File: config.mk
export PLATFORM = sky130hd
export DESIGN_NAME = matrix_feeder
export DESIGN_NICKNAME = d
export VERILOG_FILES = /design/src/rtl/mm_pkg.sv /design/src/rtl/pipe.sv /design/src/rtl/matrix_feeder.sv
export SDC_FILE = /design/constraint.sdc
export NUM_CORES = 1
export LEC_CHECK = 0
export CAP_MARGIN = 30
export CELL_PAD_IN_SITES_DETAIL_PLACEMENT = 0
export CELL_PAD_IN_SITES_GLOBAL_PLACEMENT = 1
export CORE_ASPECT_RATIO = 1.75
export CORE_MARGIN = 1.5
export CORE_UTILIZATION = 25
export CTS_CLUSTER_DIAMETER = 80
export CTS_CLUSTER_SIZE = 28
export DETAILED_ROUTE_END_ITERATION = 8
export PLACE_DENSITY = 0.68
export SYNTH_ARGS = -nofsm -noshare
export SYNTH_HDL_FRONTEND = slang
export SYNTH_SLANG_ARGS = --single-unit
File: constraint.sdc
create_clock -name clk -period 0.8 [get_ports clk]
set_input_delay 0.16 -clock clk [delete_from_list [all_inputs] [get_ports clk]]
set_output_delay 0.16 -clock clk [all_outputs]
set_load 0.05 [all_outputs]
File: src/rtl/mm_pkg.sv
// Shared definitions for the matrix feeder: controller states and lane-slicing helpers.
package mm_pkg;

  typedef enum logic [1:0] {
    IDLE  = 2'd0,
    READ  = 2'd1,
    DRAIN = 2'd2,
    DONE  = 2'd3
  } state_t;

  // Lowest bit of lane `lane` in a packed bus of d_w-wide lanes.
  function automatic int lane_lo(input int lane, input int d_w);
    return lane * d_w;
  endfunction

  function automatic int lane_hi(input int lane, input int d_w);
    return lane * d_w + d_w - 1;
  endfunction

endpackage

File: src/rtl/pipe.sv
// Fixed-length delay line: out_data is in_data delayed by `pipes` clock cycles, cleared by rst.
module pipe #(
  parameter int D_W   = 8,
  parameter int pipes = 1
) (
  input  logic           clk,
  input  logic           rst,
  input  logic [D_W-1:0] in_data,
  output logic [D_W-1:0] out_data
);

  logic [D_W-1:0] stage [pipes];

  always_ff @(posedge clk) begin
    if (rst) begin
      for (int unsigned j = 0; j < pipes; j++) begin
        stage[j] <= '0;
      end
    end else begin
      stage[0] <= in_data;
      for (int unsigned j = 1; j < pipes; j++) begin
        stage[j] <= stage[j-1];
      end
    end
  end

  assign out_data = stage[pipes-1];

endmodule

File: src/rtl/matrix_feeder.sv
// Reads M columns of N elements from memory and feeds them to a systolic array,
// skewing lane i by i cycles and tagging every element with a per-lane valid.
module matrix_feeder
  import mm_pkg::*;
#(
  parameter int D_W = 8,
  parameter int N   = 4,
  parameter int M   = 16,
  parameter int A_W = $clog2(M)
) (
  input  logic             clk,
  input  logic             rst,
  input  logic             start,
  output logic             busy,
  output logic             done,
  output logic             rd_en,
  output logic [A_W-1:0]   rd_addr,
  input  logic [N*D_W-1:0] rd_data,
  output logic [N*D_W-1:0] out_data,
  output logic [N-1:0]     out_valid
);

  localparam int C_W = $clog2(N + 1);
  localparam logic [A_W-1:0] LAST_ADDR  = A_W'(M - 1);
  localparam logic [C_W-1:0] LAST_DRAIN = C_W'(N);

  state_t state, state_nxt;

  logic [A_W-1:0]   addr;
  logic [C_W-1:0]   drain_cnt;
  logic             rd_en_q;
  logic             cap_valid;
  logic [N*D_W-1:0] cap_data;
  logic [D_W:0]     lane_out [N];

  always_ff @(posedge clk) begin
    if (rst) begin
      state <= IDLE;
    end else begin
      state <= state_nxt;
    end
  end

  // done is registered, so it pulses the cycle after DONE while the FSM already
  // sits in IDLE; start is held off during that pulse to keep jobs from overlapping.
  always_comb begin
    state_nxt = state;
    case (state)
      IDLE:    if (start && !done) state_nxt = READ;
      READ:    if (addr == LAST_ADDR) state_nxt = DRAIN;
      DRAIN:   if (drain_cnt == LAST_DRAIN) state_nxt = DONE;
      DONE:    state_nxt = IDLE;
      default: state_nxt = IDLE;
    endcase
  end

  always_comb begin
    rd_en   = (state == READ);
    busy    = (state != IDLE);
    rd_addr = addr;
  end

  always_ff @(posedge clk) begin
    if (rst) begin
      addr      <= '0;
      drain_cnt <= '0;
      done      <= 1'b0;
    end else begin
      addr      <= (state == READ && state_nxt == READ) ? addr + 1'b1 : '0;
      drain_cnt <= (state == DRAIN) ? drain_cnt + 1'b1 : '0;
      done      <= (state == DONE);
    end
  end

  // Memory answers one cycle after rd_en; anything arriving without that flag is zeroed here.
  always_ff @(posedge clk) begin
    if (rst) begin
      rd_en_q   <= 1'b0;
      cap_valid <= 1'b0;
      cap_data  <= '0;
    end else begin
      rd_en_q   <= rd_en;
      cap_valid <= rd_en_q;
      cap_data  <= rd_en_q ? rd_data : '0;
    end
  end

  for (genvar i = 0; i < N; i++) begin : g_lane
    logic [D_W:0] lane_in;
    assign lane_in = {cap_valid, cap_data[lane_hi(i, D_W):lane_lo(i, D_W)]};

    if (i == 0) begin : g_direct
      assign lane_out[i] = lane_in;
    end else begin : g_delay
      pipe #(
        .D_W  (D_W + 1),
        .pipes(i)
      ) u_pipe (
        .clk     (clk),
        .rst     (rst),
        .in_data (lane_in),
        .out_data(lane_out[i])
      );
    end

    assign out_valid[i]                                 = lane_out[i][D_W];
    assign out_data[lane_hi(i, D_W):lane_lo(i, D_W)]    = lane_out[i][D_W-1:0];
  end

endmodule
==> impl_metrics.json <==
{
  "status": "finished with violations",
  "failed_checks": "negative setup slack",
  "htreeDepth": 3,
  "clock-sinks": 95,
  "drt_iter0_drc": 59,
  "slew_violations": 0,
  "arrival_ns": 1.08,
  "p_int_w": 0.007532,
  "grt_usage_pct": 8.486,
  "cts_tree": "yes",
  "ys_ff_latch": 95,
  "synth.largest_area_cell": "dfxtp_1",
  "crit_start": "state[1]",
  "routabilityCongestion": 0.6328,
  "wl_met2_um": 2469,
  "yosysMostFrequentCell": "dfxtp_1",
  "ir_drop_uv": 1104,
  "clock_skew_ns": 0.006086,
  "wl_met3_um": 304,
  "post-route-period-util_pct": 154.6,
  "grt_overflow": 0,
  "finalHoldViolCount": 0,
  "worstHoldPathType": "in2reg",
  "first_pass_iters": 3,
  "place_area_mm2": 0.004145,
  "coreArea_mm2": 0.01117,
  "setup_viol": 81,
  "r2r_start": "state[1]",
  "antenna_found_initial": 0,
  "clk_pin_slew_ns": 0.07,
  "finalNonFillerCells": 456,
  "required_ns": 0.64,
  "layout_min_cycle_time_ns": 1.237,
  "synth_cell_types": 26,
  "grt_pass1_vias": 1664,
  "num_vias": 1696,
  "syn_nets": 284,
  "areaGrowthSynthToFinish_pct": 59.91,
  "leakage_nw": 1.865,
  "synth_top_cells_by_count": "dfxtp_1, nor2b_1, and2_1",
  "cts_inserted_buffers": 9,
  "synth-edff-count": 0,
  "dp_cells": 430,
  "slew_headroom_pct": 83.32,
  "fin_nets": 357,
  "grt_max_degree": 29,
  "p_switching_w": 0.002201,
  "avgRoutedWirePerCell_um": 10.43,
  "netlist_instances": 246,
  "die_w_um": 84.28,
  "hpwl_um": 3323,
  "detail-route-antenna-nets": 0,
  "io_buffers": 77,
  "cp-start-kind": "flop",
  "min_to": "done",
  "place_ws_ns": -0.3827,
  "ys_seq_area_share_pct": 65.80,
  "rows": 51,
  "tightest_slew_ns": 0.2480,
  "reg2reg_to": "state[0]",
  "wl_um": 4755,
  "netlist_area_mm2": 0.002890,
  "ff2ff_setup_slack_ns": -0.40,
  "fp.dieArea_mm2": 0.01224,
  "initial_core_util_pct": 25.88,
  "highest_layer": "met4",
  "clkPwrFrac_pct": 41.9,
  "tns_ns": -12.42,
  "yosysWarningCount": 0,
  "async_reset_ff_share_pct": 0,
  "cts_buffer_depth": 2,
  "power_frac_seq_pct": 49.9,
  "drc": 0,
  "worst-path-max-fanout": 2,
  "synth_ff_type": "dfxtp_1",
  "fin_area_mm2": 0.004622,
  "yosys-top-cells-area": "dfxtp_1, nor2b_1, buf_4, and2_1, ha_1",
  "min_delay_path_depth": 2,
  "ios": 78,
  "grt_pass1_wl_um": 8031,
  "wl_met1_um": 1857,
  "final_util_pct": 41.39,
  "clock_latency_ns": 0.33,
  "end_kind": "primary output",
  "drive_above_1_share_pct": 42.59,
  "switching_share_pct": 22.62,
  "min_from": "rst",
  "rsz0062_at_grt": "yes",
  "vias_per_cell": 3.719,
  "crit_type": "reg2out",
  "diodes": 0,
  "die_h_um": 145.2,
  "p_per_area_mw_per_mm2": 2106,
  "synth_top_area_share_pct": 65.80,
  "max_freq_ghz": 0.8083,
  "p_comb_share_pct": 8.3,
  "postSynthAreaPerCell_um2": 11.75,
  "clockRootBuffer": "clkbuf_16",
  "cap_violations": 0,
  "worst_slack_ns": -0.4372,
  "r2r_cells": 5
}
how the worst max path moves through the flow:
stage                     slack (ns)        to  cells past startpoint
final                          -0.44      busy                      2
after global routing           -0.52  state[0]                      5
after CTS                      -0.45     rd_en                      3
after detailed placement       -0.38  state[0]                      4
after global placement         -0.36  state[0]                      4
after floorplan                -0.18  state[1]                      3
critical path, cell delays in order (launching register included):
cell and delay, ns:
dfxtp_4 0.35, or2_4 0.25, buf_8 0.15
registers in the layout (all words and copies together), names as in the netlist:
name                         count
cap_data                        32
drain_cnt                        3
done                             1
g_lane.g_delay.u_pipe.stage     51
rd_en_q                          1
state                            2
rd_addr                          4
cap_valid                        1
power groups by stage:
| stage | registers (W) | clock network, W | logic (W) |
|---|---|---|---|
| 2_1_floorplan | 0.00499 | 0 | 0.000302 |
| 3_3_place_gp | 0.00497 | 0 | 0.000724 |
| 3_5_place_dp | 0.00497 | 0 | 0.000731 |
| 4_1_cts | 0.00485 | 0.00423 | 0.000775 |
| 5_1_grt | 0.00486 | 0.00446 | 0.000856 |
| 6_report | 0.00485 | 0.00408 | 0.000803 |
routing by layer:
metal	up-vias	track usage, %
met3	8	3.299
li1	867	-
met2	57	14.12
met5	-	0
met1	764	8.858
met4	0	5.164
final cells by class:
| cell class | instances | area (µm²) |
|---|---|---|
| tap | 132 | 165.2 |
| clock inverter | 6 | 48.80 |
| timing repair buffer | 99 | 1416 |
| fill | 1022 | 6545 |
| clock buffer | 10 | 239.0 |
| multi-input combinational | 111 | 769.5 |
| sequential | 95 | 1972 |
| inverter | 3 | 11.26 |
cells by family (layout without fill, tap and decap cells):
kind of cell,Yosys count,after routing,share of synthesized area [%]
AO/OA/AOI/OAI,3,3,0.6494
XOR/XNOR,3,3,0.9093
adder cells (fa/ha/maj),3,3,1.299
buffers and inverters,40,118,9.437
flip-flops,95,95,65.80
AND/OR/NAND/NOR,102,102,21.91
through the flow:
stage | power (W) | hold slack, ns
floorplan | 0.005292 | 0.2454
global placement | 0.005694 | 0.3996
detailed placement | 0.005703 | 0.4104
CTS | 0.009854 | 0.1503
global route | 0.01018 | 0.2405
finish | 0.009733 | 0.2406
placed cells by master (no fill, tap or decap), drive strengths merged:
| cell type | synthesis | final |
|---|---|---|
| nor2 | 5 | 5 |
| nand2b | 1 | 1 |
| ha | 3 | 3 |
| nor3b | 2 | 2 |
| clkinv | 0 | 1 |
| and3b | 1 | 1 |
| and2 | 33 | 33 |
| nand2 | 1 | 1 |
| o31ai | 1 | 1 |
| a31oi | 1 | 1 |
| dfxtp | 95 | 95 |
| and3 | 1 | 1 |
| a21oi | 1 | 1 |
| clkbuf | 2 | 10 |
| nand4 | 1 | 1 |
| clkdlybuf4s50 | 0 | 33 |
| or2 | 2 | 2 |
| xnor2 | 1 | 1 |
| xor2 | 2 | 2 |
| nor2b | 53 | 53 |
| inv | 3 | 8 |
| nand3 | 2 | 2 |
| buf | 35 | 66 |
repair_timing:
item,in CTS,in global routing
hold endpoints to repair,0,0
setup endpoints to repair,84,86
buffers inserted,7,3
gates cloned,0,0
hold buffers,0,0
pin swaps,2,8
resized for setup,48,9
No activity file was read; power rests on OpenSTA's default activity.
